**config.mk**
```make
export PLATFORM = sky130hd
export DESIGN_NAME = fileio_ctrl
export DESIGN_NICKNAME = d
export VERILOG_FILES = /design/src/rtl/fileio_ctrl_pkg.sv /design/src/rtl/fileio_ctrl_rr_arb.sv /design/src/rtl/fileio_ctrl.sv
export SDC_FILE = /design/constraint.sdc
export NUM_CORES = 1
export LEC_CHECK = 0
export CORE_MARGIN = 2
export CORE_UTILIZATION = 44
export DETAILED_ROUTE_END_ITERATION = 10
export GPL_TIMING_DRIVEN = 0
export PLACE_DENSITY_LB_ADDON = 0.08
export SLEW_MARGIN = 20
export SYNTH_ARGS = -nofsm -noshare
export SYNTH_HDL_FRONTEND = slang
export SYNTH_SLANG_ARGS = --single-unit
```
**constraint.sdc**
```tcl
create_clock -name mclk -period 3.4 [get_ports mclk]
set_input_delay 0.68 -clock mclk [delete_from_list [all_inputs] [get_ports mclk]]
set_output_delay 0.68 -clock mclk [all_outputs]
set_load 0.02 [all_outputs]
```
**src/rtl/fileio_ctrl_pkg.sv**
```systemverilog
// Shared definitions for the file-I/O sequencer: state encoding, register map and bus payload.
package fileio_ctrl_pkg;

    typedef enum logic [2:0] {
        ST_IDLE  = 3'd0,
        ST_WRITE = 3'd1,
        ST_POLL  = 3'd2,
        ST_READ  = 3'd3,
        ST_DONE  = 3'd4
    } state_t;

    localparam int unsigned STATUS_OFS     = 0;
    localparam int unsigned DATA_OFS       = 2;
    localparam int unsigned DATA_READY_BIT = 0;
    localparam logic [1:0]  DATA_BE        = 2'b01;

    typedef struct packed {
        logic        en;
        logic [13:0] addr;
        logic [1:0]  we;
        logic [15:0] din;
    } per_bus_t;

    // Byte base + byte offset -> peripheral word address
    function automatic logic [13:0] word_addr(input logic [14:0] base, input int unsigned ofs);
        return 14'((base + 15'(ofs)) >> 1);
    endfunction

endpackage

```
**src/rtl/fileio_ctrl_rr_arb.sv**
```systemverilog
// Round-robin pick: first set request after rr_last, wrapping; purely combinational.
module fileio_ctrl_rr_arb #(
    parameter int unsigned NREQ = 2
) (
    input  logic [NREQ-1:0]         req,
    input  logic [$clog2(NREQ)-1:0] rr_last,
    output logic [NREQ-1:0]         gnt,
    output logic [$clog2(NREQ)-1:0] gnt_idx,
    output logic                    any
);

    localparam int unsigned IW = $clog2(NREQ);

    always_comb begin
        int unsigned cand;
        gnt     = '0;
        gnt_idx = '0;
        any     = 1'b0;
        cand    = 0;
        for (int unsigned off = 1; off <= NREQ; off++) begin
            cand = (32'(rr_last) + off) % NREQ;
            if (!any && req[IW'(cand)]) begin
                any              = 1'b1;
                gnt_idx          = IW'(cand);
                gnt[IW'(cand)]   = 1'b1;
            end
        end
    end

endmodule

```
**src/rtl/fileio_ctrl.sv**
```systemverilog
// Shares the file-I/O peripheral between NREQ byte requesters: arbitrates, then runs
// put (DATA write) or get (STATUS poll + DATA read) bus cycles.
module fileio_ctrl
    import fileio_ctrl_pkg::*;
#(
    parameter int unsigned NREQ      = 2,
    parameter logic [14:0] BASE_ADDR = 15'h00c0,
    parameter int unsigned POLL_MAX  = 16
) (
    input  logic                mclk,
    input  logic                puc_rst_n,
    input  logic [NREQ-1:0]     req_valid,
    input  logic [NREQ-1:0]     req_write,
    input  logic [8*NREQ-1:0]   req_wdata,
    output logic [NREQ-1:0]     req_done,
    output logic [7:0]          rsp_rdata,
    output logic                rsp_err,
    output logic                bus_req,
    input  logic                bus_gnt,
    output logic                per_en,
    output logic [13:0]         per_addr,
    output logic [1:0]          per_we,
    output logic [15:0]         per_din,
    input  logic [15:0]         per_dout
);

    localparam int unsigned IW = $clog2(NREQ);
    localparam int unsigned PW = $clog2(POLL_MAX) + 1;
    localparam logic [13:0] STATUS_WADDR = word_addr(BASE_ADDR, STATUS_OFS);
    localparam logic [13:0] DATA_WADDR   = word_addr(BASE_ADDR, DATA_OFS);
    localparam logic [PW-1:0] POLL_LAST  = PW'(POLL_MAX - 1);

    state_t          state_q, state_d;
    logic [IW-1:0]   idx_q, idx_d;
    logic [IW-1:0]   rr_last_q, rr_last_d;
    logic [7:0]      wdata_q, wdata_d;
    logic [7:0]      rdata_q, rdata_d;
    logic            err_q, err_d;
    logic [PW-1:0]   poll_q, poll_d;
    logic [NREQ-1:0] arb_gnt;
    logic [IW-1:0]   arb_idx;
    logic            arb_any;
    per_bus_t        bus_c;
    logic [7:0]      unused_dout_hi;

    assign unused_dout_hi = per_dout[15:8];

    fileio_ctrl_rr_arb #(.NREQ(NREQ)) u_arb (
        .req     (req_valid),
        .rr_last (rr_last_q),
        .gnt     (arb_gnt),
        .gnt_idx (arb_idx),
        .any     (arb_any)
    );

    always_ff @(posedge mclk or negedge puc_rst_n) begin
        if (!puc_rst_n) begin
            state_q   <= ST_IDLE;
            idx_q     <= '0;
            rr_last_q <= IW'(NREQ - 1);
            wdata_q   <= '0;
            rdata_q   <= '0;
            err_q     <= 1'b0;
            poll_q    <= '0;
        end else begin
            state_q   <= state_d;
            idx_q     <= idx_d;
            rr_last_q <= rr_last_d;
            wdata_q   <= wdata_d;
            rdata_q   <= rdata_d;
            err_q     <= err_d;
            poll_q    <= poll_d;
        end
    end

    // Next state and bus cycle; bus fields follow state and grant so reset drops them at once
    always_comb begin
        state_d   = state_q;
        idx_d     = idx_q;
        rr_last_d = rr_last_q;
        wdata_d   = wdata_q;
        rdata_d   = rdata_q;
        err_d     = err_q;
        poll_d    = poll_q;
        bus_c     = '0;
        bus_req   = 1'b0;

        unique case (state_q)
            ST_IDLE: begin
                if (arb_any) begin
                    idx_d   = arb_idx;
                    wdata_d = req_wdata[{arb_idx, 3'b000} +: 8];
                    poll_d  = '0;
                    state_d = (|(req_write & arb_gnt)) ? ST_WRITE : ST_POLL;
                end
            end
            ST_WRITE: begin
                bus_req = 1'b1;
                if (bus_gnt) begin
                    bus_c.en   = 1'b1;
                    bus_c.addr = DATA_WADDR;
                    bus_c.we   = DATA_BE;
                    bus_c.din  = {8'h00, wdata_q};
                    rdata_d    = '0;
                    err_d      = 1'b0;
                    state_d    = ST_DONE;
                end
            end
            ST_POLL: begin
                bus_req = 1'b1;
                if (bus_gnt) begin
                    bus_c.en   = 1'b1;
                    bus_c.addr = STATUS_WADDR;
                    if (per_dout[DATA_READY_BIT]) begin
                        state_d = ST_READ;
                    end else if (poll_q == POLL_LAST) begin
                        rdata_d = '0;
                        err_d   = 1'b1;
                        state_d = ST_DONE;
                    end else begin
                        poll_d = poll_q + PW'(1);
                    end
                end
            end
            ST_READ: begin
                bus_req = 1'b1;
                if (bus_gnt) begin
                    bus_c.en   = 1'b1;
                    bus_c.addr = DATA_WADDR;
                    rdata_d    = per_dout[7:0];
                    err_d      = 1'b0;
                    state_d    = ST_DONE;
                end
            end
            ST_DONE: begin
                rr_last_d = idx_q;
                state_d   = ST_IDLE;
            end
            default: state_d = ST_IDLE;
        endcase
    end

    assign per_en   = bus_c.en;
    assign per_addr = bus_c.addr;
    assign per_we   = bus_c.we;
    assign per_din  = bus_c.din;

    // Completion outputs decode straight from flops
    assign req_done  = (state_q == ST_DONE) ? (NREQ'(1) << idx_q) : '0;
    assign rsp_rdata = (state_q == ST_DONE) ? rdata_q : 8'h00;
    assign rsp_err   = (state_q == ST_DONE) ? err_q : 1'b0;

endmodule

```
* After elaboration in Yosys (flattened, before gate mapping)
Cells that the tools add are included.
Cells by class: add/subtract/negate cells 3, $lt $le $gt $ge 4, eq/ne operators 14, shift-type cells 2, muxes and demuxes 46, bitwise operators 2, reductions and logical operators 16
Operators by type and width (number):
- 8-bit 2-to-1 mux | 6
- 15-bit case mux with 3 select lines | 1
- 33-bit 2-to-1 mux | 1
- 15-bit 2-to-1 mux | 2
- 8-bit case mux with 3 select lines | 1
- 5-bit 2-to-1 mux | 4
- 18-bit 2-to-1 mux | 1
- 1-bit 2-to-1 mux | 16
- 16-bit by 5-bit variable part select with 8-bit output | 1
- 3-bit 2-to-1 mux | 5
- 2-bit inequality test (second input constant) | 7
- 5-bit case mux with 2 select lines | 1
- 5-bit AND reduction | 2
- 3-bit case mux with 3 select lines | 1
- 2-bit 2-to-1 mux | 4
- 3-bit by 2-bit == test with 1-bit output (second input constant) | 2
- 6-bit AND reduction | 1
- 5-bit by 1-bit adder with 5-bit output (second input constant) | 1
- 5-bit by 4-bit == test with 1-bit output (second input constant) | 1
- 1-bit by 2-bit less-than comparator with 1-bit output (second input constant) | 2
- 4-bit AND reduction | 1
- 2-bit nonzero test | 2
- 2-bit OR reduction | 2
- 3-bit by 1-bit == test with 1-bit output (second input constant) | 1
- other kinds (16) | 21
Word-level totals: bits in registers 27, bits of input ports 39, output and inout port bits 45, logic and storage cells 94

* Depth between registers and ports, before layout
Gate-level depths: netlist of run 1.
word-level depth 13, depth in mapped cells 6, depth with buffers taken out 6

* Modules after synthesis
From an unflattened synthesis of run 1, not the netlist that was laid out.
Unflattened totals: cells, all modules 186, area, all modules 1691.6 sq um
By module, submodules not included:
- fileio_ctrl | instances 1, cells an instance 181, area an instance 1659.1 sq um, seq. area each 676.9 sq um
- fileio_ctrl_rr_arb | instances 1, cells an instance 5, area an instance 32.5 sq um, seq. area each 0.0 sq um

* Worst setup path before layout of run 1
OpenSTA, ideal clock, no wires.
kind in2out, from in bus_gnt, to out per_din[0], arrival time 1.940 ns, required time 2.720 ns, path slack 0.780 ns, cell stages on the path 4, path buffers 1, cells stage by stage nand2b_2 > clkbuf_2 > nor3_1 > and2_1
Between the ends: word-level cells in the longest chain between the ends 2
Ends and longest elaborated chain:
- from (decl) | line fileio_ctrl.sv:19 | input logic bus_gnt,
- 33-bit 2-to-1 mux | line fileio_ctrl.sv:99 | if (bus_gnt) begin
- 18-bit 2-to-1 mux | line fileio_ctrl.sv:88 | unique case (state_q)
- to (decl) | line fileio_ctrl.sv:23 | output logic [15:0] per_din,
Every way passes these cells.

* Final worst setup path of run 1
from in bus_gnt, to out per_we[0]
Between the ends: word-level cells in the longest chain between the ends 2
Ends and longest elaborated chain:
- 33-bit 2-to-1 mux | line fileio_ctrl.sv:99
- 18-bit 2-to-1 mux | line fileio_ctrl.sv:88
- to (decl) | line fileio_ctrl.sv:22 | output logic [1:0] per_we,
Every way passes these cells.

==> results.toml, run 1 <==
[status]
outcome = "finished clean"

[setup_path]
rr_worst_depth = 6
endpoint = "per_we[0]"
r2r-start = "poll_q[0]$_DFFE_PN0P_"
cp-start-kind = "input port"
reg2reg_to = "poll_q[3]$_DFFE_PN0P_"
rrSetupSlack_ns = 1.14
cp_max_fo = 10
worstPathRequired_ns = 2.72
cp_data_arrival_time_ns = 2.62
startpoint = "bus_gnt"
endpoint_kind = "output port"
worst-setup-path-type = "in2out"

[cells_and_area]
area_growth_syn_to_layout_pct = 44.6
stdcell_area_sq_um = 2510
final_common_cell = "clkdlybuf4s50_1"
nets = 302
layout_common_cells = "46 x clkdlybuf4s50_1, 26 x dfrtp_1, 24 x buf_4"
multi_input_area_sq_um = 868
drive_gt1_share_pct = 22.7
layout.core_utilization_pct = 67.5
finalNonFillerCells = 308
antenna-diode-count = 0
register_area_sq_um = 677
nFillCells = 329

[grt]
grt_use_total_pct = 18.1
antenna_found_initial = 0
first_global_vias = 1365
grt_max_degree = 28
grt-ovfl-total = 0
grt_first_pass_wirelength_um = 6200

[timing]
period_needed_ns = 3.30
slew_headroom_pct = 57.4
max_freq_ghz = 0.303
worst_pin_slew_ns = 0.639
slew_viol_final = 0
hold_slack_ns = 0.411
worst_clock_skew_ns = 0.00236
rsz0062_at_grt = "no"
hold_viol_final = 0
finalSetupViolCount = 0
period_share_pct = 97.2

[synthesis]
synth_compound_area_share_pct = 7.65
synth_simple_gate_area_share_pct = 19.2
synth_cells = 179
synth_fa_ha_area_share_pct = 1.44
ys_ff_latch = 27
synth_top_family_by_area = "simple AND/OR/NAND/NOR gates"
ys_warn_count = 0
ys_seq_area_share_pct = 39.0
netlist_area_sq_um = 1730
synth_xor_area_share_pct = 0
syn_avg_cell_area_sq_um = 9.69
yosysUniqueCellTypes = 44
muxShareOfSynthArea_pct = 16.8

[clocking]
cts_tree = "yes"
cts_hold_buf = 0
insertion_delay_ns = 0.27
cts_buffers = 3
clk_pin_slew_ns = 0.09
cts_root_buffer = "clkbuf_8"
clock_path_buffers = 2
htree_levels = 1
clock-sinks = 27

[detailed_routing]
drc = 0
routed_wl_um = 3820
first_iter_violations = 64
postRouteAntennaNets = 0
firstDrtPassIters = 4
vias_per_cell = 4.72
vias = 1454
wl_per_cell_um = 12.4

[placement]
post_dp_cell_area_sq_um = 2410
dp.cells = 301
portBuffers = 55
place_congestion = 0.805
dp.final_hpwl_um = 2760

[floorplanning]
num_rows = 22
dieArea_sq_um = 4460
start_util_pct = 46.7
die_height_um = 66.8
die_x_um = 66.8
ioPinCount = 84
core_area_sq_um = 3720

[worst_hold_path]
hold_path.class = "in2async"

[pwr]
peakVddDrop_uv = 311
pwr_density_cell_nw_per_um2 = 569
p_leak_nw = 1.29
total_power_w = 0.00143

[run]
max-cap-violations = 0
metrics by stage:
stage	TNS [ns]	setup slack [ns]
global placement	-2.73	-0.321
global route	0	0.0285
CTS	0	0.0410
floorplan	0	0.780
detailed placement	-2.99	-0.358
finish	0	0.0955
area by class of cell:
class,instances,area share (%)
buffer,31,8.43
sequential,27,27.0
tap,48,2.40
inverter,16,2.40
multi-input combinational,124,34.6
clock buffer,4,1.80
timing repair buffer,58,23.4
worst max-delay path: stages:
cell	delay (ns)
clkdlybuf4s50_1	0.58
nand2b_2	0.07
buf_2	0.20
nor3_4	0.21
clkbuf_2	0.18
buf_4	0.11
clkdlybuf4s50_1	0.59
timing repair:
item,in CTS,in global routing
endpoints found under the setup margin,9,8
resized for setup,2,9
gates cloned,0,0
pin swaps,0,1
buffers inserted,0,3
endpoints found under the hold margin,0,0
how the worst min path moves through the flow:
stage / from / end / slack, ns
4_1_cts: puc_rst_n / poll_q[0]$_DFFE_PN0P_ / 0.43
6_report: puc_rst_n / state_q[0]$_DFFE_PN0P_ / 0.41
3_5_place_dp: err_q$_DFFE_PN0P_ / err_q$_DFFE_PN0P_ / 0.48
5_1_grt: puc_rst_n / wdata_q[1]$_DFFE_PN0P_ / 0.46
2_1_floorplan: puc_rst_n / err_q$_DFFE_PN0P_ / 0.38
3_3_place_gp: err_q$_DFFE_PN0P_ / err_q$_DFFE_PN0P_ / 0.47
sequential cells by signal, indices dropped and copies added, names as in the netlist:
signal / flops
state_q: 3
wdata_q: 8
poll_q: 5
rr_last_q: 1
err_q: 1
rdata_q: 8
idx_q: 1
cells in the mapped netlist (all sizes together):
| library cell | count | area (sq um) |
|---|---|---|
| a21bo | 1 | 10.0 |
| a21oi | 4 | 23.8 |
| a31oi | 1 | 6.26 |
| and2 | 9 | 56.3 |
| and2b | 1 | 8.76 |
| and3 | 12 | 75.1 |
| and3b | 1 | 8.76 |
| buf | 23 | 170 |
| clkbuf | 8 | 41.3 |
| conb | 1 | 3.75 |
| dfrtp | 26 | 651 |
| dfstp | 1 | 26.3 |
| ha | 2 | 25.0 |
| inv | 16 | 60.1 |
| mux2 | 17 | 191 |
| mux2i | 10 | 100 |
| nand2 | 10 | 37.5 |
| nand2b | 3 | 21.3 |
| nand3 | 1 | 5.00 |
| nand3b | 1 | 7.51 |
| nand4 | 1 | 6.26 |
| nor2 | 7 | 26.3 |
| nor2b | 2 | 12.5 |
| nor3 | 1 | 5.00 |
| nor3b | 1 | 7.51 |
| o2111ai | 1 | 8.76 |
| o211a | 1 | 10.0 |
| o211ai | 1 | 7.51 |
| o21ai | 2 | 10.0 |
| o221a | 1 | 11.3 |
| o22ai | 2 | 12.5 |
| o311ai | 1 | 8.76 |
| o31ai | 2 | 15.0 |
| o32ai | 1 | 8.76 |
| or2 | 1 | 6.26 |
| or3 | 3 | 20.0 |
| or4 | 2 | 15.0 |
| or4b | 1 | 13.8 |
where the power goes:
part / switching [W] / total [W] / internal [W]
logic: 0.000369 / 0.000730 / 0.000361
registers: 0.0000661 / 0.000517 / 0.000451
clock network: 0.0000974 / 0.000181 / 0.0000838
total: 0.000532 / 0.00143 / 0.000895
logic make-up after synthesis:
logic type | Yosys count
adders and majority gates | 2
other | 1
muxes | 27
and+or+nand+nor | 57
buffers and inverters | 47
AOI/OAI and AO/OA | 18
DFF | 27
per-layer routing:
layer	part of all wire, %	wire length (um)	vias up	GRT usage, %
met5	0	0	-	0
met3	6.4	244	2	3.55
met4	0.50	19	0	5.36
met1	47	1780	678	24.1
li1	-	-	728	-
met2	46	1770	46	29.6
Power figures use the tool's default switching activity.
==> run 2: changes to the inputs <==
--- a/config.mk
+++ b/config.mk
@@ -5,12 +5,15 @@
 export SDC_FILE = /design/constraint.sdc
 export NUM_CORES = 1
 export LEC_CHECK = 0
+export CORE_ASPECT_RATIO = 0.5
 export CORE_MARGIN = 2
 export CORE_UTILIZATION = 44
 export DETAILED_ROUTE_END_ITERATION = 10
 export GPL_TIMING_DRIVEN = 0
 export PLACE_DENSITY_LB_ADDON = 0.08
+export SKIP_LAST_GASP = 1
 export SLEW_MARGIN = 20
 export SYNTH_ARGS = -nofsm -noshare
 export SYNTH_HDL_FRONTEND = slang
 export SYNTH_SLANG_ARGS = --single-unit
+export TNS_END_PERCENT = 30
==> run 2 against run 1 <==
Core utilization down 2.6 points. Worst setup slack worse by 0.0064 ns. Die area is 0.68% higher. Maximum frequency shrank 0.19%. Sequential power barely moved. Worst hold slack worse by 0.0078 ns. Register-to-register slack hardly changed. Global-route usage is 1.3 points lower. Clock skew barely moved. Critical path type unchanged. Largest cell class unchanged.
==> results.toml, run 2 (synthesized netlist as in run 1, its figures left out) <==
[pwr]
pwr_density_cell_nw_per_um2 = 579
p_sw_w = 0.000549
swShare_pct = 38.0
peakVddDrop_uv = 350
p_int_w = 0.000895
pwr-share-clk_pct = 13.0
p_leak_nw = 1.14
power_frac_comb_pct = 50.9
seqPwrFrac_pct = 36.0

[status]
outcome = "finished clean"

[placement]
portBuffers = 55
dp.final_hpwl_um = 2820
place_congestion = 0.735
dp.cells = 307

[floorplanning]
ioPinCount = 84
num_rows = 16
die_height_um = 48.4
dieArea_sq_um = 4490
start_util_pct = 45.1
die_x_um = 92.8
core_area_sq_um = 3840

[grt]
grt_max_degree = 28
grt_first_pass_wirelength_um = 6090
antenna_found_initial = 0
grt_use_total_pct = 16.8
met3_usage_pct = 4.05
grtUsageMet2_pct = 28.4
grt-ovfl-total = 0
top_usage_layer = "met2"
use_met1_pct = 22.2
first_global_vias = 1377

[detailed_routing]
postRouteAntennaNets = 0
first_iter_violations = 68
vias = 1466
routed_wl_um = 3830
firstDrtPassIters = 4
vias_per_cell = 4.68
drc = 0
wl_per_cell_um = 12.2

[clocking]
cts_tree = "yes"
htree_levels = 1
insertion_delay_ns = 0.28
clock-sinks = 27
clk_pin_slew_ns = 0.10
cts_hold_buf = 0
clock_path_buffers = 2
cts_root_buffer = "clkbuf_8"
cts_buffers = 3

[timing]
worst_clock_skew_ns = 0.00265
worst_pin_slew_ns = 0.622
slew_headroom_pct = 58.5
max_freq_ghz = 0.302
period_needed_ns = 3.31
period_share_pct = 97.4
finalSetupViolCount = 0
hold_viol_final = 0
slew_viol_final = 0
setup-tns-final_ns = 0

[setup_path]
startpoint = "bus_gnt"
r2r-start = "poll_q[0]$_DFFE_PN0P_"
endpoint_kind = "output port"
rr_worst_depth = 6
reg2reg_to = "poll_q[3]$_DFFE_PN0P_"
cp_max_fo = 11
rrSetupSlack_ns = 1.14
worstPathRequired_ns = 2.72
worst-setup-path-type = "in2out"
endpoint = "per_din[4]"
cp_data_arrival_time_ns = 2.63
cp-start-kind = "input port"

[cells_and_area]
layout_common_cells = "54 x clkdlybuf4s50_1, 26 x dfrtp_1, 23 x buf_4"
multi_input_area_sq_um = 878
final_common_cell = "clkdlybuf4s50_1"
finalNonFillerCells = 313
largestRegisters = "rdata_q (8), wdata_q (8), poll_q (5)"
drive_gt1_share_pct = 22.8
nets = 301
antenna-diode-count = 0
area_growth_syn_to_layout_pct = 43.8
nFillCells = 325
register_area_sq_um = 677

[run]
max-cap-violations = 0

[worst_hold_path]
hold_path.class = "in2async"
==> run 2: cell count changes in the layout (fill, tap and decap cells not counted) <==
cell | before | now
clkdlybuf4s50_1 | 46 | 54
nor3_2 | 0 | 1
buf_4 | 24 | 23
clkinv_2 | 0 | 1
clkbuf_1 | 7 | 6
buf_2 | 3 | 2
dlymetal6s2s_1 | 8 | 0
==> run 2: layout make-up <==
cell class	instances	area share, %
tap	54	2.71
multi-input combinational	125	35.2
buffer	31	8.48
clock inverter	1	0.201
inverter	16	2.41
timing repair buffer	56	22.2
sequential	27	27.1
clock buffer	3	1.66
==> run 2: repair_timing <==
action                                 in CTS  in global routing
setup endpoints to repair                   9                  8
gates resized for setup                     2                  0
endpoints found under the hold margin       0                  0
setup buffers                               0                  1
gates cloned                                0                  1
==> run 2: worst min-delay path by stage <==
stage                      startpoint                      to  slack [ns]  depth (start not counted)
4_1_cts                     puc_rst_n  rdata_q[2]$_DFFE_PN0P_        0.42                          1
5_1_grt                     puc_rst_n  rdata_q[2]$_DFFE_PN0P_        0.44                          1
2_1_floorplan               puc_rst_n       err_q$_DFFE_PN0P_        0.38                          0
3_5_place_dp   wdata_q[3]$_DFFE_PN0P_  wdata_q[3]$_DFFE_PN0P_        0.49                          1
3_3_place_gp        err_q$_DFFE_PN0P_       err_q$_DFFE_PN0P_        0.48                          2
6_report                    puc_rst_n  rdata_q[2]$_DFFE_PN0P_        0.40                          1
==> run 2: power by group through the flow <==
| stage | combinational (W) | clock [W] | sequential, W |
|---|---|---|---|
| final | 0.000736 | 0.000188 | 0.000520 |
| after global routing | 0.000800 | 0.000207 | 0.000534 |
| after CTS | 0.000725 | 0.000191 | 0.000520 |
| after detailed placement | 0.000716 | 0 | 0.000523 |
| after global placement | 0.000702 | 0 | 0.000518 |
| after floorplan | 0.000506 | 0 | 0.000501 |
==> run 2: critical path: stages <==
cell and delay (ns):
clkdlybuf4s50_1 0.57, nand2b_2 0.07, clkbuf_2 0.23, nor3_2 0.30
and2_1 0.18, clkdlybuf4s50_1 0.60
==> run 2: per-layer routing <==
layer | share of wire (%) | vias up | wire (um)
li1 | - | 724 | -
met1 | 47 | 696 | 1810
met2 | 47 | 42 | 1790
met3 | 5.3 | 4 | 202
met4 | 0.71 | 0 | 27
met5 | 0 | - | 0
==> run 2: per-stage QoR <==
step           worst slack [ns]  utilization (%)  instance area [sq um]  total power (W)  hold WS, ns
2_1_floorplan             0.780                -                   1810          0.00101        0.384
3_3_place_gp             -0.282             63.1                   2420          0.00122        0.475
3_5_place_dp             -0.263             62.9                   2420          0.00124        0.488
4_1_cts                  0.0915             64.4                   2480          0.00144        0.424
5_1_grt                -0.00528             64.9                   2490          0.00154        0.439
6_report                 0.0891             64.9                   2490          0.00144        0.403
==> run 3: changes to the inputs <==
--- a/config.mk
+++ b/config.mk
@@ -5,6 +5,7 @@
 export SDC_FILE = /design/constraint.sdc
 export NUM_CORES = 1
 export LEC_CHECK = 0
+export CAP_MARGIN = 20
 export CORE_ASPECT_RATIO = 0.5
 export CORE_MARGIN = 2
 export CORE_UTILIZATION = 44
==> results of run 3 <==
The final DEF is identical to that of run 2; final timing and power are the same.
